$ cat config.mk
export PLATFORM = sky130hd
export DESIGN_NAME = alu_exec_seq_flat
export DESIGN_NICKNAME = d
export VERILOG_FILES = /design/src/rtl/alu_exec_seq_if.sv /design/src/rtl/alu_exec_seq.sv /design/src/flat_wrapper.sv
export SDC_FILE = /design/constraint.sdc
export NUM_CORES = 1
export LEC_CHECK = 0
export BUFFER_PORTS_ARGS = -buffer_cell sky130_fd_sc_hd__buf_2
export CORE_MARGIN = 2
export CORE_UTILIZATION = 35
export CTS_CLUSTER_SIZE = 8
export DETAILED_ROUTE_END_ITERATION = 10
export PLACE_DENSITY = 0.7
export SKIP_LAST_GASP = 1
export SYNTH_ARGS = -nofsm -noshare
export SYNTH_HDL_FRONTEND = slang
export SYNTH_SLANG_ARGS = --single-unit
$ cat constraint.sdc
create_clock -name clk -period 1.5 [get_ports clk]
set_input_delay 0.225 -clock clk [delete_from_list [all_inputs] [get_ports clk]]
set_output_delay 0.225 -clock clk [all_outputs]
set_load 0.05 [all_outputs]
$ cat src/rtl/alu_exec_seq_if.sv
// rtl/alu_exec_seq_if.sv - request/ALU/response signal bundle for alu_exec_seq
// Purpose: groups the request handshake, ALU operand/result bus and response
//          handshake of alu_exec_seq into one interface.
// Modports:
//    slave  - the execution sequencer (accepts requests, drives ALU operands,
//             produces responses)
//    master - the environment (issues requests, provides the ALU result,
//             consumes responses)
interface alu_exec_seq_if;
   logic        req_valid;
   logic        req_ready;
   logic [6:0]  opcode;
   logic [2:0]  funct3;
   logic        funct7b5;
   logic [31:0] rs1_data;
   logic [31:0] rs2_data;
   logic [31:0] imm;
   logic [31:0] alu_a;
   logic [31:0] alu_b;
   logic [3:0]  alu_ctrl;
   logic [31:0] alu_result;
   logic        alu_zero;
   logic        rsp_valid;
   logic        rsp_ready;
   logic [31:0] rsp_result;
   logic        rsp_branch_taken;
   logic        rsp_illegal;

   modport slave (
      input  req_valid, opcode, funct3, funct7b5, rs1_data, rs2_data, imm,
             alu_result, alu_zero, rsp_ready,
      output req_ready, alu_a, alu_b, alu_ctrl,
             rsp_valid, rsp_result, rsp_branch_taken, rsp_illegal
   );

   modport master (
      output req_valid, opcode, funct3, funct7b5, rs1_data, rs2_data, imm,
             alu_result, alu_zero, rsp_ready,
      input  req_ready, alu_a, alu_b, alu_ctrl,
             rsp_valid, rsp_result, rsp_branch_taken, rsp_illegal
   );
endinterface

$ cat src/rtl/alu_exec_seq.sv
// rtl/alu_exec_seq.sv - single-issue decode/execute/respond sequencer for an external ALU
// Purpose: accepts one instruction request at a time, decodes it into ALU
//          operands and control, lets the external ALU evaluate for one EXEC
//          cycle, then presents the registered result until consumed.
// Ports:
//    clk    - sole clock, rising edge
//    reset  - synchronous, active-high
//    bus    - alu_exec_seq_if.slave (request, ALU operand/result, response)
// Configuration:
//    ALU_EXEC_SEQ_BNE_EN - when defined, branch funct3=001 (BNE) is legal.
// All outputs come straight from registers or the state register.
module alu_exec_seq (
   input  logic          clk,
   input  logic          reset,
   alu_exec_seq_if.slave bus
);

   localparam logic [3:0] ALU_AND = 4'b0000;
   localparam logic [3:0] ALU_OR  = 4'b0001;
   localparam logic [3:0] ALU_ADD = 4'b0010;
   localparam logic [3:0] ALU_SUB = 4'b0110;

   typedef enum logic [1:0] {IDLE, EXEC, RESP} state_t;

   state_t      r_state;
   state_t      w_state_nxt;

   logic [31:0] r_alu_a;
   logic [31:0] r_alu_b;
   logic [3:0]  r_alu_ctrl;
   logic        r_is_branch;
   logic        r_is_bne;
   logic [31:0] r_rsp_result;
   logic        r_rsp_taken;
   logic        r_rsp_illegal;

   logic        w_legal;
   logic [3:0]  w_ctrl;
   logic        w_use_imm;
   logic        w_is_branch;
   logic        w_is_bne;

   // Instruction decode of the presented request fields.
   always_comb begin
      w_legal     = 1'b0;
      w_ctrl      = ALU_ADD;
      w_use_imm   = 1'b0;
      w_is_branch = 1'b0;
      w_is_bne    = 1'b0;
      case (bus.opcode)
         7'b0110011: begin
            case (bus.funct3)
               3'b000: begin
                  w_legal = 1'b1;
                  w_ctrl  = bus.funct7b5 ? ALU_SUB : ALU_ADD;
               end
               3'b111: begin w_legal = 1'b1; w_ctrl = ALU_AND; end
               3'b110: begin w_legal = 1'b1; w_ctrl = ALU_OR;  end
               default: ;
            endcase
         end
         7'b0010011: begin
            w_use_imm = 1'b1;
            case (bus.funct3)
               3'b000: begin w_legal = 1'b1; w_ctrl = ALU_ADD; end
               3'b111: begin w_legal = 1'b1; w_ctrl = ALU_AND; end
               3'b110: begin w_legal = 1'b1; w_ctrl = ALU_OR;  end
               default: ;
            endcase
         end
         7'b0000011, 7'b0100011: begin
            w_legal   = 1'b1;
            w_ctrl    = ALU_ADD;
            w_use_imm = 1'b1;
         end
         7'b1100011: begin
            w_ctrl      = ALU_SUB;
            w_is_branch = 1'b1;
            case (bus.funct3)
               3'b000: w_legal = 1'b1;
`ifdef ALU_EXEC_SEQ_BNE_EN
               3'b001: begin w_legal = 1'b1; w_is_bne = 1'b1; end
`endif
               default: ;
            endcase
         end
         default: ;
      endcase
   end

   always_ff @(posedge clk) begin
      if (reset) r_state <= IDLE;
      else       r_state <= w_state_nxt;
   end

   // Illegal requests skip EXEC: their response is known at capture time.
   always_comb begin
      w_state_nxt = r_state;
      case (r_state)
         IDLE:    if (bus.req_valid) w_state_nxt = w_legal ? EXEC : RESP;
         EXEC:    w_state_nxt = RESP;
         RESP:    if (bus.rsp_ready) w_state_nxt = IDLE;
         default: w_state_nxt = IDLE;
      endcase
   end

   // Operands are only written in IDLE, so they stay stable through EXEC and
   // are left untouched by illegal requests.
   always_ff @(posedge clk) begin
      if (reset) begin
         r_alu_a       <= '0;
         r_alu_b       <= '0;
         r_alu_ctrl    <= ALU_AND;
         r_is_branch   <= 1'b0;
         r_is_bne      <= 1'b0;
         r_rsp_result  <= '0;
         r_rsp_taken   <= 1'b0;
         r_rsp_illegal <= 1'b0;
      end else begin
         case (r_state)
            IDLE: begin
               if (bus.req_valid) begin
                  if (w_legal) begin
                     r_alu_a     <= bus.rs1_data;
                     r_alu_b     <= w_use_imm ? bus.imm : bus.rs2_data;
                     r_alu_ctrl  <= w_ctrl;
                     r_is_branch <= w_is_branch;
                     r_is_bne    <= w_is_bne;
                  end else begin
                     r_rsp_result  <= '0;
                     r_rsp_taken   <= 1'b0;
                     r_rsp_illegal <= 1'b1;
                  end
               end
            end
            EXEC: begin
               r_rsp_result  <= bus.alu_result;
               // BEQ takes on equal (zero), BNE on not-equal.
               r_rsp_taken   <= r_is_branch & (r_is_bne ? ~bus.alu_zero : bus.alu_zero);
               r_rsp_illegal <= 1'b0;
            end
            default: ;
         endcase
      end
   end

   assign bus.req_ready        = (r_state == IDLE);
   assign bus.rsp_valid        = (r_state == RESP);
   assign bus.alu_a            = r_alu_a;
   assign bus.alu_b            = r_alu_b;
   assign bus.alu_ctrl         = r_alu_ctrl;
   assign bus.rsp_result       = r_rsp_result;
   assign bus.rsp_branch_taken = r_rsp_taken;
   assign bus.rsp_illegal      = r_rsp_illegal;

endmodule

$ cat src/flat_wrapper.sv
// flat-port wrapper written by rule: the top's interface ports become plain ports
module alu_exec_seq_flat 
  (clk, reset, bus_req_valid, bus_opcode, bus_funct3, bus_funct7b5, bus_rs1_data, bus_rs2_data, bus_imm, bus_alu_result, bus_alu_zero, bus_rsp_ready, bus_req_ready, bus_alu_a, bus_alu_b, bus_alu_ctrl, bus_rsp_valid, bus_rsp_result, bus_rsp_branch_taken, bus_rsp_illegal);
  alu_exec_seq_if bus_i ();
  input  logic clk;
  input  logic reset;
  input wire logic [$bits(bus_i.req_valid)-1:0] bus_req_valid;
  input wire logic [$bits(bus_i.opcode)-1:0] bus_opcode;
  input wire logic [$bits(bus_i.funct3)-1:0] bus_funct3;
  input wire logic [$bits(bus_i.funct7b5)-1:0] bus_funct7b5;
  input wire logic [$bits(bus_i.rs1_data)-1:0] bus_rs1_data;
  input wire logic [$bits(bus_i.rs2_data)-1:0] bus_rs2_data;
  input wire logic [$bits(bus_i.imm)-1:0] bus_imm;
  input wire logic [$bits(bus_i.alu_result)-1:0] bus_alu_result;
  input wire logic [$bits(bus_i.alu_zero)-1:0] bus_alu_zero;
  input wire logic [$bits(bus_i.rsp_ready)-1:0] bus_rsp_ready;
  output wire logic [$bits(bus_i.req_ready)-1:0] bus_req_ready;
  output wire logic [$bits(bus_i.alu_a)-1:0] bus_alu_a;
  output wire logic [$bits(bus_i.alu_b)-1:0] bus_alu_b;
  output wire logic [$bits(bus_i.alu_ctrl)-1:0] bus_alu_ctrl;
  output wire logic [$bits(bus_i.rsp_valid)-1:0] bus_rsp_valid;
  output wire logic [$bits(bus_i.rsp_result)-1:0] bus_rsp_result;
  output wire logic [$bits(bus_i.rsp_branch_taken)-1:0] bus_rsp_branch_taken;
  output wire logic [$bits(bus_i.rsp_illegal)-1:0] bus_rsp_illegal;
  assign bus_i.req_valid = bus_req_valid;
  assign bus_i.opcode = bus_opcode;
  assign bus_i.funct3 = bus_funct3;
  assign bus_i.funct7b5 = bus_funct7b5;
  assign bus_i.rs1_data = bus_rs1_data;
  assign bus_i.rs2_data = bus_rs2_data;
  assign bus_i.imm = bus_imm;
  assign bus_i.alu_result = bus_alu_result;
  assign bus_i.alu_zero = bus_alu_zero;
  assign bus_i.rsp_ready = bus_rsp_ready;
  assign bus_req_ready = bus_i.req_ready;
  assign bus_alu_a = bus_i.alu_a;
  assign bus_alu_b = bus_i.alu_b;
  assign bus_alu_ctrl = bus_i.alu_ctrl;
  assign bus_rsp_valid = bus_i.rsp_valid;
  assign bus_rsp_result = bus_i.rsp_result;
  assign bus_rsp_branch_taken = bus_i.rsp_branch_taken;
  assign bus_rsp_illegal = bus_i.rsp_illegal;
  alu_exec_seq u_core (.clk(clk), .reset(reset), .bus(bus_i));
endmodule
# After elaboration in Yosys (flattened, before gate mapping)
# Index checks and enable logic that the tools add are counted.
[op_classes] n_eq_ne=12 muxes=23 n_bitwise=1 reduce_logical=10
[op_table] op="$mux 32" count=3
[op_table] op="$pmux 32 s2" count=1
[op_table] op="$pmux 4 s3" count=2
[op_table] op="$eq 7x6->1 const B" count=2
[op_table] op="$mux 1" count=8
[op_table] op="$eq 7x2->1 const B" count=1
[op_table] op="$eq 7x5->1 const B" count=1
[op_table] op="$eq 7x7->1 const B" count=1
[op_table] op="$eq 3x3->1 const B" count=2
[op_table] op="$mux 2" count=3
[op_table] op="$ne 2x2->1 const B" count=3
[op_table] op="$pmux 2 s3" count=1
[op_table] op="$reduce_and 3->1" count=2
[op_table] op="$reduce_or 3->1" count=2
[op_table] op="$pmux 1 s2" count=2
[op_table] op="$pmux 2 s2" count=1
[op_table] op="$reduce_or 2->1" count=2
[op_table] op="$logic_not 3->1" count=1
[op_table] op="$mux 3" count=1
[op_table] op="$pmux 1 s3" count=1
[op_table] op="$eq 2x1->1 const B" count=1
[op_table] op="$eq 2x2->1 const B" count=1
[op_table] op="$logic_not 2->1" count=1
[op_table] op="$reduce_and 2->1" count=1
[op_table] op="other kinds (2)" count=2
[word_totals] register_bits=105 input_bits=144 out_inout_bits=104

# Longest topological paths before layout
[depth] ltp_word=7 mapped_depth=7

# Worst setup path before layout
# OpenSTA, ideal clock, no wires.
[synth_timing] kind="register to register" from="reg u_core.r_state[1]" to="reg u_core.r_state[1]" setup_time_ns=0.070 arrival_ns=1.547 required_ns=1.430 slack_ns=-0.117 stages_incl_launch_ff=5 path_buffers=0 synth_period_minus_slack_ns=1.617 path_cell_list="dfxtp_1 nor2b_1 nor2b_1 nor2_1 a21oi_1"
[synth_between] elab_chain_len=3
[synth_lines] item="from (decl)" line="alu_exec_seq.sv:25" text="state_t r_state;"
[synth_lines] item="from (signal assigned)" line="alu_exec_seq.sv:93" text="else r_state <= w_state_nxt;"
[synth_lines] item="$eq 2x2->1 (*)"
[synth_lines] item="net bus_rsp_valid" line="flat_wrapper.sv:21" text="output wire logic [$bits(bus_i.rsp_valid)-1:0] bus_rsp_valid;"
[synth_lines] item="$ne 2x2->1 (no line)"
[synth_lines] item="$reduce_and 2->1 (no line)"
# The timed path passes the listed nets; every way through them passes the cells marked *.
# A chain may end at the register's enable or synchronous reset.

# Final worst setup path
[layout_timing] from="reg u_core.r_state[0]" to="reg u_core.r_alu_b[13] (netlist: u_core.bus.alu_b[13])"
[layout_between] elab_chain_len=2
[layout_lines] item="$logic_not 2->1" line="alu_exec_seq.sv:120" text="case (r_state)"
[layout_lines] item="$reduce_and 3->1 (no line)"
[layout_lines] item="to (signal assigned)" line="alu_exec_seq.sv:125" text="r_alu_b <= w_use_imm ? bus.imm : bus.rs2_data;"
[layout_lines] item="to (decl)" line="alu_exec_seq.sv:29" text="logic [31:0] r_alu_b;"
# No other way between the ends.

==> results.md <==
- Detail Route Antenna Nets: 0
- Synth cell types: 34
- Critical path class: reg2reg
- Total CTS buffers: 9
- Vias/cell: 4.82
- #FFs+latches synth: 104
- YS warnings: 0
- Commonest cells in the synthesized netlist: dfxtp_1 (104), nand2_1 (72), a21oi_1 (39)
- Met3 wire length: 1130 um
- Final Hold Vio Count: 0
- Largest net degree at the start of global routing: 48
- DP Wirelength: 8640 um
- Post-Route WL: 12200 um
- Peak per-stage delay on the critical path: 0.33 ns
- Gp weighted congestion: 0.788
- Layout cells sized above 1: 51.1%
- RSZ-0062 raised after global routing: true
- Worst path cell trace: nor3b_2, buf_4, o211a_4, buf_12, buf_12, nor2_1, a211oi_2
- Die height: 112 um
- Slowest cell on the critical path: dfxtp_2
- Clock Tree Buf Depth: 2
- Top cells by area, synth: dfxtp_1 (51%), a211oi_2 (9.8%), mux2i_1 (7.9%), a22o_1 (6.9%), nand2_1 (6.6%)
- PwrDens: 896 nW/um^2
- Status: finished clean
- CTS Root Cell: clkbuf_16
- Leak Pwr: 3.01 nW
- Wire length on met1: 5080 um
- Most frequent CP cell: buf_12
- Total GRT Usage: 17.4%
- Ports: 248
- Cells after synthesis: 411
- Clock skew: 0.00861 ns
- Avg Cell Area, Syn: 9.92 sq um
- Highest routed layer: met4
- DR DRC count: 0
- Period utilization: 97.7%
- Fraction of registers with async set/reset: 0%
- Post-DP Area: 5670 sq um
- Initial Util: 35.9%
- CP Data Arrival Time: 1.71 ns
- Final std cells w/o fill: 822
- Vias in the first global route: 3987
- Initial antenna violation count: 0
- Hold/Removal Path Class: in2reg
- Sequential area share after synthesis: 51.1%
- Final min period: 1.47 ns
- Total of max-cap violations: 0
- Final Cell Area: 6130 sq um
- Die width: 112 um
- Routed length per placed instance: 14.8 um
- TritonCTS clock tree: done
- Clk_lat worst skew: 0.33 ns
- Worst setup EP type: flip-flop
- Area Overhead vs Synth: 50.3%
- Port Buffer Count: 246
- Total negative slack: 0 ns
- First drt pass iteration count: 4
- # rows: 39
- Share of the synthesized area in the top cell type: 51.1%
- CP startpoint kind: flip-flop
- DRT iter0 DRCs: 120
- Count leader, synth: dfxtp_1
- EDFF count, synth: 0
- Critical Path RT: 1.75 ns
- Met2 WL post-DR: 5850 um
- Worst vdd ir: 492 uV
- Global route overflow: 0
- CTS H-tree lvls: 3
- Core Footprint: 11400 sq um
- Synthesized area: 4080 sq um
- # fillers: 1037
- Clk sink count: 104
- First-pass GRT wire length: 17900 um
- Synthesized net count: 555
- # diodes: 0
- Full die area: 12500 sq um
- Via count: 3959
- Placed insts: 798
- Slew Limit Fails: 0
- Synth Flop Type: dfxtp_1
- Fmax: 682 MHz
- Biggest area consumer among synthesized cells: dfxtp_1
- Clock slew at reported path FFs: 0.07 ns
- Max Fanout on Critical Path: 12
- # setup viols final: 0
- Final #Nets: 819
==> area by class of cell <==
type	count	area (sq um)	share of cell area [%]
Clock inverter	5	32.5	0.531
Timing Repair Buffer	286	1730	28.2
Tap cell	143	179	2.92
Clock buffer	10	239	3.90
Multi-Input combinational cell	272	1860	30.3
Sequential cell	104	2080	34.0
Inverter	2	7.51	0.122
==> flip-flops by register name (all words and copies together) (netlist names) <==
name                         cells
u_core.bus.rsp_branch_taken      1
u_core.r_is_branch               1
u_core.bus.alu_a                32
u_core.r_state                   2
u_core.bus.rsp_illegal           1
u_core.bus.rsp_result           32
u_core.bus.alu_ctrl              3
u_core.bus.alu_b                32
==> metrics by stage <==
stage	hold WS [ns]	power (mW)	setup WS, ns	utilization, %
floorplan	0.351	3.09	0.0511	-
global placement	0.434	3.37	-0.133	49.8
CTS	0.0779	5.55	-0.0312	52.2
global route	0.0825	5.70	-0.0641	53.9
detailed placement	0.440	3.38	-0.179	49.8
finish	0.0942	5.49	0.0343	53.9
==> final timing paths <==
kind | startpoint | endpoint | slack, ns | cells after the start
worst max-delay path | u_core.r_state[0] | u_core.bus.alu_b[13] | 0.03 | 7
worst min-delay path | bus_alu_result[25] | u_core.bus.rsp_result[25] | 0.09 | 2
worst max register to register | u_core.r_state[0] | u_core.bus.alu_b[13] | 0.03 | 7
worst min register to register | u_core.bus.alu_ctrl[2] | u_core.bus.alu_ctrl[2] | 0.45 | 2
==> critical path, delay by kind of cell (launching register included) <==
| family | cells | cell delay [ns] |
|---|---|---|
| AO/OA/AOI/OAI | 2 | 0.37 |
| buffers and inverters | 3 | 0.43 |
| flip-flops | 1 | 0.33 |
| AND/OR/NAND/NOR | 2 | 0.24 |
==> cells in the final DEF (no fill, tap or decap), types with 2 or more instances in the layout <==
cell       count
a211oi_2      32
a21oi_1       37
buf_4         26
buf_6          3
nor2b_2        2
clkbuf_16     13
inv_1          2
buf_12         9
nor2_1        37
clkinv_2       3
mux2i_1       32
dfxtp_1      103
buf_2        244
a21oi_2        3
a22o_1        32
nand4_1        2
nor2b_1        3
nand2_1       71
==> power breakdown <==
group          internal (mW)  total (mW)  switching (mW)
Clock                   1.16        2.16           0.997
Combinational          0.248       0.543           0.295
Sequential              2.78        2.79         0.00987
==> cells by family (layout without fill, tap and decap cells) <==
kind of cell,Yosys count,count (layout),synth area share (%)
simple gates,127,127,13.3
compound gates,112,112,23.4
flops,104,104,51.1
buf+inv,35,303,4.30
mux,32,32,7.86
other cells,1,1,0.0920
==> routing by layer <==
layer	vias to the layer above	GRT usage (%)
li1	1964	-
met1	1817	19.5
met2	171	31.5
met3	7	5.99
met4	0	4.47
met5	-	0
==> repair_timing <==
action                     in CTS  in global routing
buffers inserted                0                  2
gates resized for setup         0                  6
hold buffers                    0                  0
setup endpoints to repair      19                 67
pin swaps                       0                  5
cloned                          0                  7
Note: power is estimated with default switching activity, not from simulation.
